--- src/rtl/seg_scan_if.sv ---
// seg_scan_if: strobe inputs, digit data and display pin bundle for seg_scan_driver.
interface seg_scan_if #(
    parameter int NDIG = 6,
    parameter int IDXW = 3
);
    logic              clk_300hz;
    logic              clk_4hz;
    logic [4*NDIG-1:0] bcd_in;
    logic [NDIG-1:0]   blink_mask;
    logic [NDIG-1:0]   dp_mask;
    logic [7:0]        seg_out;
    logic [NDIG-1:0]   dig_sel;
    logic [IDXW-1:0]   scan_idx;

    modport master (
        output clk_300hz, clk_4hz, bcd_in, blink_mask, dp_mask,
        input  seg_out, dig_sel, scan_idx
    );

    modport slave (
        input  clk_300hz, clk_4hz, bcd_in, blink_mask, dp_mask,
        output seg_out, dig_sel, scan_idx
    );
endinterface

--- src/rtl/seg_scan_driver.sv ---
// seg_scan_driver: scans NDIG BCD digits onto a common-segment display with one blank cycle between digits and per-digit blink.
module seg_scan_driver #(
    parameter int NDIG = 6,
    parameter int IDXW = 3
) (
    input logic       clk,
    input logic       rst_n,
    seg_scan_if.slave bus
);
    typedef enum logic [1:0] {IDLE, BLANK, DRIVE} state_t;

    state_t          state, state_nxt;
    logic [1:0]      s300, s4;
    logic            scan_edge, blink_phase;
    logic [IDXW-1:0] next_idx, idx_q, idx_nxt;
    logic [NDIG-1:0] sel_q;
    logic [7:0]      seg_q;
    logic            blink_q;
    logic [3:0]      code;

    function automatic logic [6:0] dec(input logic [3:0] c);
        case (c)
            4'd0: dec = 7'h3F;
            4'd1: dec = 7'h06;
            4'd2: dec = 7'h5B;
            4'd3: dec = 7'h4F;
            4'd4: dec = 7'h66;
            4'd5: dec = 7'h6D;
            4'd6: dec = 7'h7D;
            4'd7: dec = 7'h07;
            4'd8: dec = 7'h7F;
            4'd9: dec = 7'h6F;
            default: dec = 7'h00;
        endcase
    endfunction

    assign scan_edge   = s300[0] & ~s300[1];
    assign blink_phase = s4[1];
    assign code        = 4'(bus.bcd_in >> {next_idx, 2'b00});

    always_ff @(posedge clk or negedge rst_n) begin
        if (!rst_n) state <= IDLE;
        else state <= state_nxt;
    end

    // Edges arriving during BLANK are dropped rather than queued.
    always_comb begin
        state_nxt = state == BLANK ? DRIVE : scan_edge ? BLANK : state;
        idx_nxt   = (state == IDLE || idx_q == IDXW'(NDIG - 1)) ? '0 : idx_q + 1'b1;
    end

    always_ff @(posedge clk or negedge rst_n) begin
        if (!rst_n) begin
            s300     <= '0;
            s4       <= '0;
            next_idx <= '0;
            idx_q    <= '0;
            sel_q    <= '1;
            seg_q    <= '0;
            blink_q  <= 1'b0;
        end else begin
            s300 <= {s300[0], bus.clk_300hz};
            s4   <= {s4[0], bus.clk_4hz};
            if (state_nxt == BLANK) begin
                next_idx <= idx_nxt;
                sel_q    <= '1;
                seg_q    <= '0;
                blink_q  <= 1'b0;
            end else if (state == BLANK) begin
                idx_q   <= next_idx;
                sel_q   <= ~(NDIG'(1) << next_idx);
                seg_q   <= {bus.dp_mask[next_idx], dec(code)};
                blink_q <= bus.blink_mask[next_idx];
            end
        end
    end

    // Blink gating uses the live phase so the blink tracks clk_4hz during DRIVE.
    assign bus.seg_out  = (blink_q & blink_phase) ? 8'h00 : seg_q;
    assign bus.dig_sel  = sel_q;
    assign bus.scan_idx = idx_q;
endmodule

--- src/flat_wrapper.sv ---
// flat-port wrapper written by rule: the top's interface ports become plain ports
module seg_scan_driver_flat 
#(
    parameter int NDIG = 6,
    parameter int IDXW = 3
)
  (clk, rst_n, bus_clk_300hz, bus_clk_4hz, bus_bcd_in, bus_blink_mask, bus_dp_mask, bus_seg_out, bus_dig_sel, bus_scan_idx);
  seg_scan_if #(.NDIG(NDIG), .IDXW(IDXW)) bus_i ();
  input logic clk;
  input logic rst_n;
  input wire logic [$bits(bus_i.clk_300hz)-1:0] bus_clk_300hz;
  input wire logic [$bits(bus_i.clk_4hz)-1:0] bus_clk_4hz;
  input wire logic [$bits(bus_i.bcd_in)-1:0] bus_bcd_in;
  input wire logic [$bits(bus_i.blink_mask)-1:0] bus_blink_mask;
  input wire logic [$bits(bus_i.dp_mask)-1:0] bus_dp_mask;
  output wire logic [$bits(bus_i.seg_out)-1:0] bus_seg_out;
  output wire logic [$bits(bus_i.dig_sel)-1:0] bus_dig_sel;
  output wire logic [$bits(bus_i.scan_idx)-1:0] bus_scan_idx;
  assign bus_i.clk_300hz = bus_clk_300hz;
  assign bus_i.clk_4hz = bus_clk_4hz;
  assign bus_i.bcd_in = bus_bcd_in;
  assign bus_i.blink_mask = bus_blink_mask;
  assign bus_i.dp_mask = bus_dp_mask;
  assign bus_seg_out = bus_i.seg_out;
  assign bus_dig_sel = bus_i.dig_sel;
  assign bus_scan_idx = bus_i.scan_idx;
  seg_scan_driver #(.NDIG(NDIG), .IDXW(IDXW)) u_core (.clk(clk), .rst_n(rst_n), .bus(bus_i));
endmodule
--- config.mk ---
export PLATFORM = sky130hd
export DESIGN_NAME = seg_scan_driver_flat
export DESIGN_NICKNAME = d
export VERILOG_FILES = /design/src/rtl/seg_scan_if.sv /design/src/rtl/seg_scan_driver.sv /design/src/flat_wrapper.sv
export SDC_FILE = /design/constraint.sdc
export NUM_CORES = 1
export LEC_CHECK = 0
export CAP_MARGIN = 0
export CORE_MARGIN = 5
export CORE_UTILIZATION = 44
export CTS_CLUSTER_SIZE = 30
export DETAILED_ROUTE_END_ITERATION = 10
export GPL_TIMING_DRIVEN = 1
export HOLD_SLACK_MARGIN = 0.08
export PLACE_DENSITY = 0.9
export SKIP_LAST_GASP = 1
export SLEW_MARGIN = 20
export SYNTH_ARGS = -nofsm -noshare
export SYNTH_HDL_FRONTEND = slang
export SYNTH_SLANG_ARGS = --single-unit
--- constraint.sdc ---
create_clock -name clk -period 2.3 [get_ports clk]
set_clock_uncertainty 0.15 [all_clocks]
set_input_delay 0.575 -clock clk [delete_from_list [all_inputs] [get_ports clk]]
set_output_delay 0.575 -clock clk [all_outputs]
set_load 0.005 [all_outputs]
# After elaboration in Yosys (flattened, before gate mapping)
# Memories as Yosys holds them, arrays and structs flattened.
# Index checks and enable logic that the tools add are counted.
[classes] shifts=2 order_cmp=1 bitwise=5 n_reduce_logical=4 n_eq_ne=3 muxes=14 add_sub_neg=1
[op_table] cell="8-bit two-way mux" count=3
[op_table] cell="24-bit by 5-bit >> shifter with 4-bit output" count=1
[op_table] cell="6-bit two-way mux" count=2
[op_table] cell="1-bit binary-select mux with 3-bit select" count=2
[op_table] cell="6-bit inverter" count=1
[op_table] cell="1-bit by 3-bit << shifter with 6-bit output, first input constant" count=1
[op_table] cell="2-bit by 1-bit equality test with 1-bit output, second input constant" count=2
[op_table] cell="3-bit by 4-bit less-than comparator with 1-bit output, second input constant" count=1
[op_table] cell="1-bit two-way mux" count=4
[op_table] cell="2-bit two-way mux" count=2
[op_table] cell="3-bit by 1-bit adder with 3-bit output, second input constant" count=1
[op_table] cell="3-bit equality test, second input constant" count=1
[op_table] cell="3-bit two-way mux" count=1
[op_table] cell="1-bit bitwise AND" count=2
[op_table] cell="2-bit logical NOT" count=1
[op_table] cell="1-bit inverter" count=2
[op_table] cell="2-bit AND reduction" count=1
[op_table] cell="2-bit nonzero test" count=1
[op_table] cell="1-bit logical OR" count=1
[word_totals] mem_bits_ro=112 ff_bits=27 wordCells=39 mem_count=1 output_inout_bits=17 input_bits=40
[memory_table] name="(name not given)" depth=16 width=7 rd=1 rd_ports_with_merged_regs=0 write_ports=0 line="seg_scan_driver.sv:22" text="case (c)"

# Depth between registers and ports, before layout
[depth] ltp_word=7 ltp_mapped=9

# Least setup slack after synthesis
# Ideal clock, no wire load.
[synth_path] path_type="flip-flop to flip-flop" startpoint="register u_core.next_idx[0]" endpoint="register u_core.seg_q[2]" required_ns=2.024 arrival_ns=1.803 path_stages_with_launch=8 setup_slack_ns=0.221 setup_time_ns=0.126 period_less_slack_ns=2.079 path_buffers=1 cell_sequence="dfrtp_1 -> buf_2 -> mux4_2 -> inv_1 -> o22a_1 -> ha_1 -> nand2_1 -> a221o_1"
[synth_between] elab_chain_len=4
[synth_rtl] element="start, declared" line="seg_scan_driver.sv:15" text="logic [IDXW-1:0] next_idx, idx_q, idx_nxt;"
[synth_rtl] element="start signal, assigned" line="seg_scan_driver.sv:65" text="next_idx <= idx_nxt;"
[synth_rtl] element="24-bit by 5-bit >> shifter with 4-bit output" line="seg_scan_driver.sv:39" text="assign code = 4'(bus.bcd_in >> {next_idx, 2'b00});"
[synth_rtl] element="memory read 16 x 7 bit"
[synth_rtl] element="8-bit two-way mux" line="seg_scan_driver.sv:69" text="end else if (state == BLANK) begin"
[synth_rtl] element="8-bit two-way mux" line="seg_scan_driver.sv:64" text="if (state_nxt == BLANK) begin"
[synth_rtl] element="end signal, assigned" line="seg_scan_driver.sv:72" text="seg_q <= {bus.dp_mask[next_idx], dec(code)};"
[synth_rtl] element="end, declared" line="seg_scan_driver.sv:17" text="logic [7:0] seg_q;"
# Every way passes these cells. The select of a mux whose other input is x is not followed.
# A chain may end at the register's enable or synchronous reset.

# Worst setup path after layout
[layout_path] startpoint="register u_core.blink_q" endpoint="output port bus_seg_out[4]"
[layout_between] elab_chain_len=2
[layout_rtl] element="start, declared" line="seg_scan_driver.sv:18" text="logic blink_q;"
[layout_rtl] element="start signal, assigned" line="seg_scan_driver.sv:73" text="blink_q <= bus.blink_mask[next_idx];"
[layout_rtl] element="1-bit bitwise AND" line="seg_scan_driver.sv:79" text="assign bus.seg_out = (blink_q & blink_phase) ? 8'h00 : seg_q;"
[layout_rtl] element="8-bit two-way mux" line="seg_scan_driver.sv:79"
[layout_rtl] element="end, declared" line="flat_wrapper.sv:16" text="output wire logic [$bits(bus_i.seg_out)-1:0] bus_seg_out;"
# Every way passes these cells.

==> metrics.md <==
| Metric | Value |
|---|---|
| P&R area growth vs syn | 45.8% |
| Routed WL per cell | 14.4 µm |
| Sequential area share after synthesis | 43.5% |
| Fin crit share | a little over nine tenths |
| Number of flops mapped to enable cells by yosys | 0 |
| Port Buffers | 56 |
| Total CTS buffers | 3 |
| WL final | 3890 µm |
| Vias | 1381 |
| Clock slew at reported path FFs | 0.14 ns |
| Root buf cell | clkbuf_4 |
| CTS Hold Bufs | 0 |
| FF-to-FF Start | u_core.next_idx[0] |
| Reg2Reg Capture Point | u_core.seg_q[1] |
| Initial antenna violation count | 0 |
| Crit end category | primary output |
| Tmin final | 2.22 ns |
| Relative slew slack | a little over 60% |
| Mapped Area | roughly 0.0016 mm² |
| Io pins | 57 |
| Finish-stage setup viols | 0 |
| Die W | 69.7 µm |
| Hold WC Path Type | flip-flop to flip-flop |
| Die Y | 69.7 µm |
| Starting Density | 46.3% |
| CTS tree | done |
| Clock Latency Late Sink | 0.32 ns |
| Hold Fails Final Rpt | 0 |
| Final instance area | roughly 0.0023 mm² |
| Outcome | finished clean |
| Leak | 1.02 nW |
| Post-DP Area | 0.00224 mm² |
| Most frequent cell after synthesis | nand2_1 |
| Post-synth ARST share | 100% |
| Top cell type's share of synthesized area | 33.5% |
| Total Routing Usage GR | 16.1% |
| Clock sink count | 27 |
| Residual DRC count | 0 |
| Number of global-route vias before repair | 1398 |
| Buf/Inv on CP | 1 |
| Total gr overflow | 0 |
| Number of max-cap violations | 0 |
| Worst EP arrival | 1.49 ns |
| Slew at the pin with the worst max-slew slack | 0.577 ns |
| Yosys reg bits | 27 |
| Critical path peak fanout | 8 |
| Post-layout nets | 271 |
| Cell chain of the critical path | nand2_4 -> and2_1 -> clkdlybuf4s50_1 |
| Yosys cell types | 33 |
| Router iterations before antenna repair | 4 |
| Reg2Reg Depth | 8 |
| Core Area | 0.00339 mm² |
| Final Total Pwr | around 2.4 mW |
| Power Density | 1070 mW/mm² |
| Share of cells above drive strength 1 | 15.2% |
| Crit path max-delay cell type | clkdlybuf4s50_1 |
| First-pass GRT wire length | approximately 6500 µm |
| Setup crit end | bus_seg_out[4] |
| Critical Path Max Stage Delay | 0.49 ns |
| Longest Clk Path Bufs | 2 |
| VDD IR max | 0.000535 V |
| Main synth FF type | dfrtp_1 |
| Top post-synthesis cells by area | dfrtp_1 (33%), dfstp_2 (10%), mux2i_1 (8.3%), ha_1 (5.6%), nand2_1 (5.5%) |
| Crit path launch | u_core.blink_q |
| Post-synth top area cell | dfrtp_1 |
| Req. time, crit path | 1.57 ns |
| Synth warnings | 0 |
| Antenna Nets Post-Route | 0 |
| Vias per inst | 5.13 |
| CP top delay family | buffers and inverters |
| Commonest cells in the netlist | nand2_1 (23), dfrtp_1 (21), mux2i_1 (13) |
| Final slew viol count | 0 |
| CP startpoint kind | flip-flop |
| Mapped Cells | 157 |
| Setup TNS | 0 ns |
| # rows | 21 |
| R2R Setup Slk | approximately 0.22 ns |
| Mean Syn Cell Area | 9.99 µm² |
| Levels on crit path | 3 |
| Mapped Nets | 204 |
| Initial DRC Count | 71 |
| Largest net degree at the start of global routing | 28 |
| Final GP Congestion | 0.788 |
| Crit path kind | flip-flop to primary output |
| Die ar. | 0.00486 mm² |
| Achievable Freq | between 400 and 500 MHz |
| Post-DP HPWL | ~3200 µm |
| Antenna cells | 0 |
| Setup repair after global routing missed its margin | false |
| CTS HTree Levels | 1 |
## per-stage QoR
stage               hold slack [ns]  std cells  utilization [%]  setup slack (ns)
finish                        0.224        269             67.5            0.0823
global route                  0.237        269             67.5           0.00101
CTS                           0.224        269             67.0            0.0369
detailed placement            0.191        265             66.1            -0.283
global placement              0.185        265             66.1            -0.217
floorplan                     0.129        157                -             0.221
## power breakdown
group | switching, mW | total (mW) | internal (mW)
clock | 0.135 | 0.203 | 0.0679
sequential | 0.119 | 0.748 | 0.629
combinational | 0.711 | 1.49 | 0.776
## what timing repair did
item,4_1_cts,5_1_grt
buffers inserted,0,0
endpoints found under the setup margin,8,9
pin swaps,0,3
gates resized for setup,1,6
endpoints found under the hold margin,0,0
## cells by family (layout without fill, tap and decap cells)
family	after synthesis	in the layout	share of synthesized area, %
AND/OR/NAND/NOR	53	53	16.1
AO/OA/AOI/OAI	38	38	16.9
flip-flops	27	27	43.5
multiplexers	16	16	12.6
buffers and inverters	14	80	4.15
adder cells (fa/ha/maj)	7	7	5.58
XOR/XNOR	2	2	1.12
## per-layer routing
metal / part of all wire (%) / GRT usage (%)
met1: 44 / 20.3
met2: 48 / 26.9
met3: 6.6 / 4.49
met4: 1.3 / 4.68
met5: 0 / 0
## worst min path at each step
stage	start	to	cells after the start
2_1_floorplan	rst_n	u_core.blink_q	0
3_3_place_gp	u_core.s4[0]	u_core.s4[1]	0
3_5_place_dp	u_core.s4[0]	u_core.s4[1]	0
4_1_cts	u_core.s4[0]	u_core.s4[1]	0
5_1_grt	u_core.s4[0]	u_core.s4[1]	0
6_report	u_core.s4[0]	u_core.s4[1]	0
## registers in the layout (all words and copies together) (netlist names)
| register | cells |
|---|---|
| u_core.seg_q | 8 |
| u_core.bus.dig_sel | 6 |
| u_core.bus.scan_idx | 3 |
| u_core.next_idx | 3 |
| u_core.s300 | 2 |
| u_core.s4 | 2 |
| u_core.state | 2 |
| u_core.blink_q | 1 |
## cell type report
type,instances,area [µm²]
fill,264,1100
multi-input combinational,116,835
sequential,27,683
timing repair buffer,68,656
tap,46,57.6
inverter,8,30.0
clock buffer,4,26.3
## cells in the final DEF (no fill, tap or decap), types with 3 or more instances in the layout
cell	synthesis	routed
dfrtp_1	21	21
a21oi_1	4	4
o21ai_1	8	8
a22oi_2	4	4
dfstp_2	6	6
and2_1	9	9
nor2_1	10	10
mux2i_1	13	13
mux4_2	3	3
nand2b_1	3	3
o21ai_0	6	6
inv_1	8	7
clkdlybuf4s50_1	0	54
clkbuf_4	0	3
ha_1	7	7
nand2_1	23	22
a31oi_1	4	4
buf_4	0	12
Power figures use the tool's default switching activity.
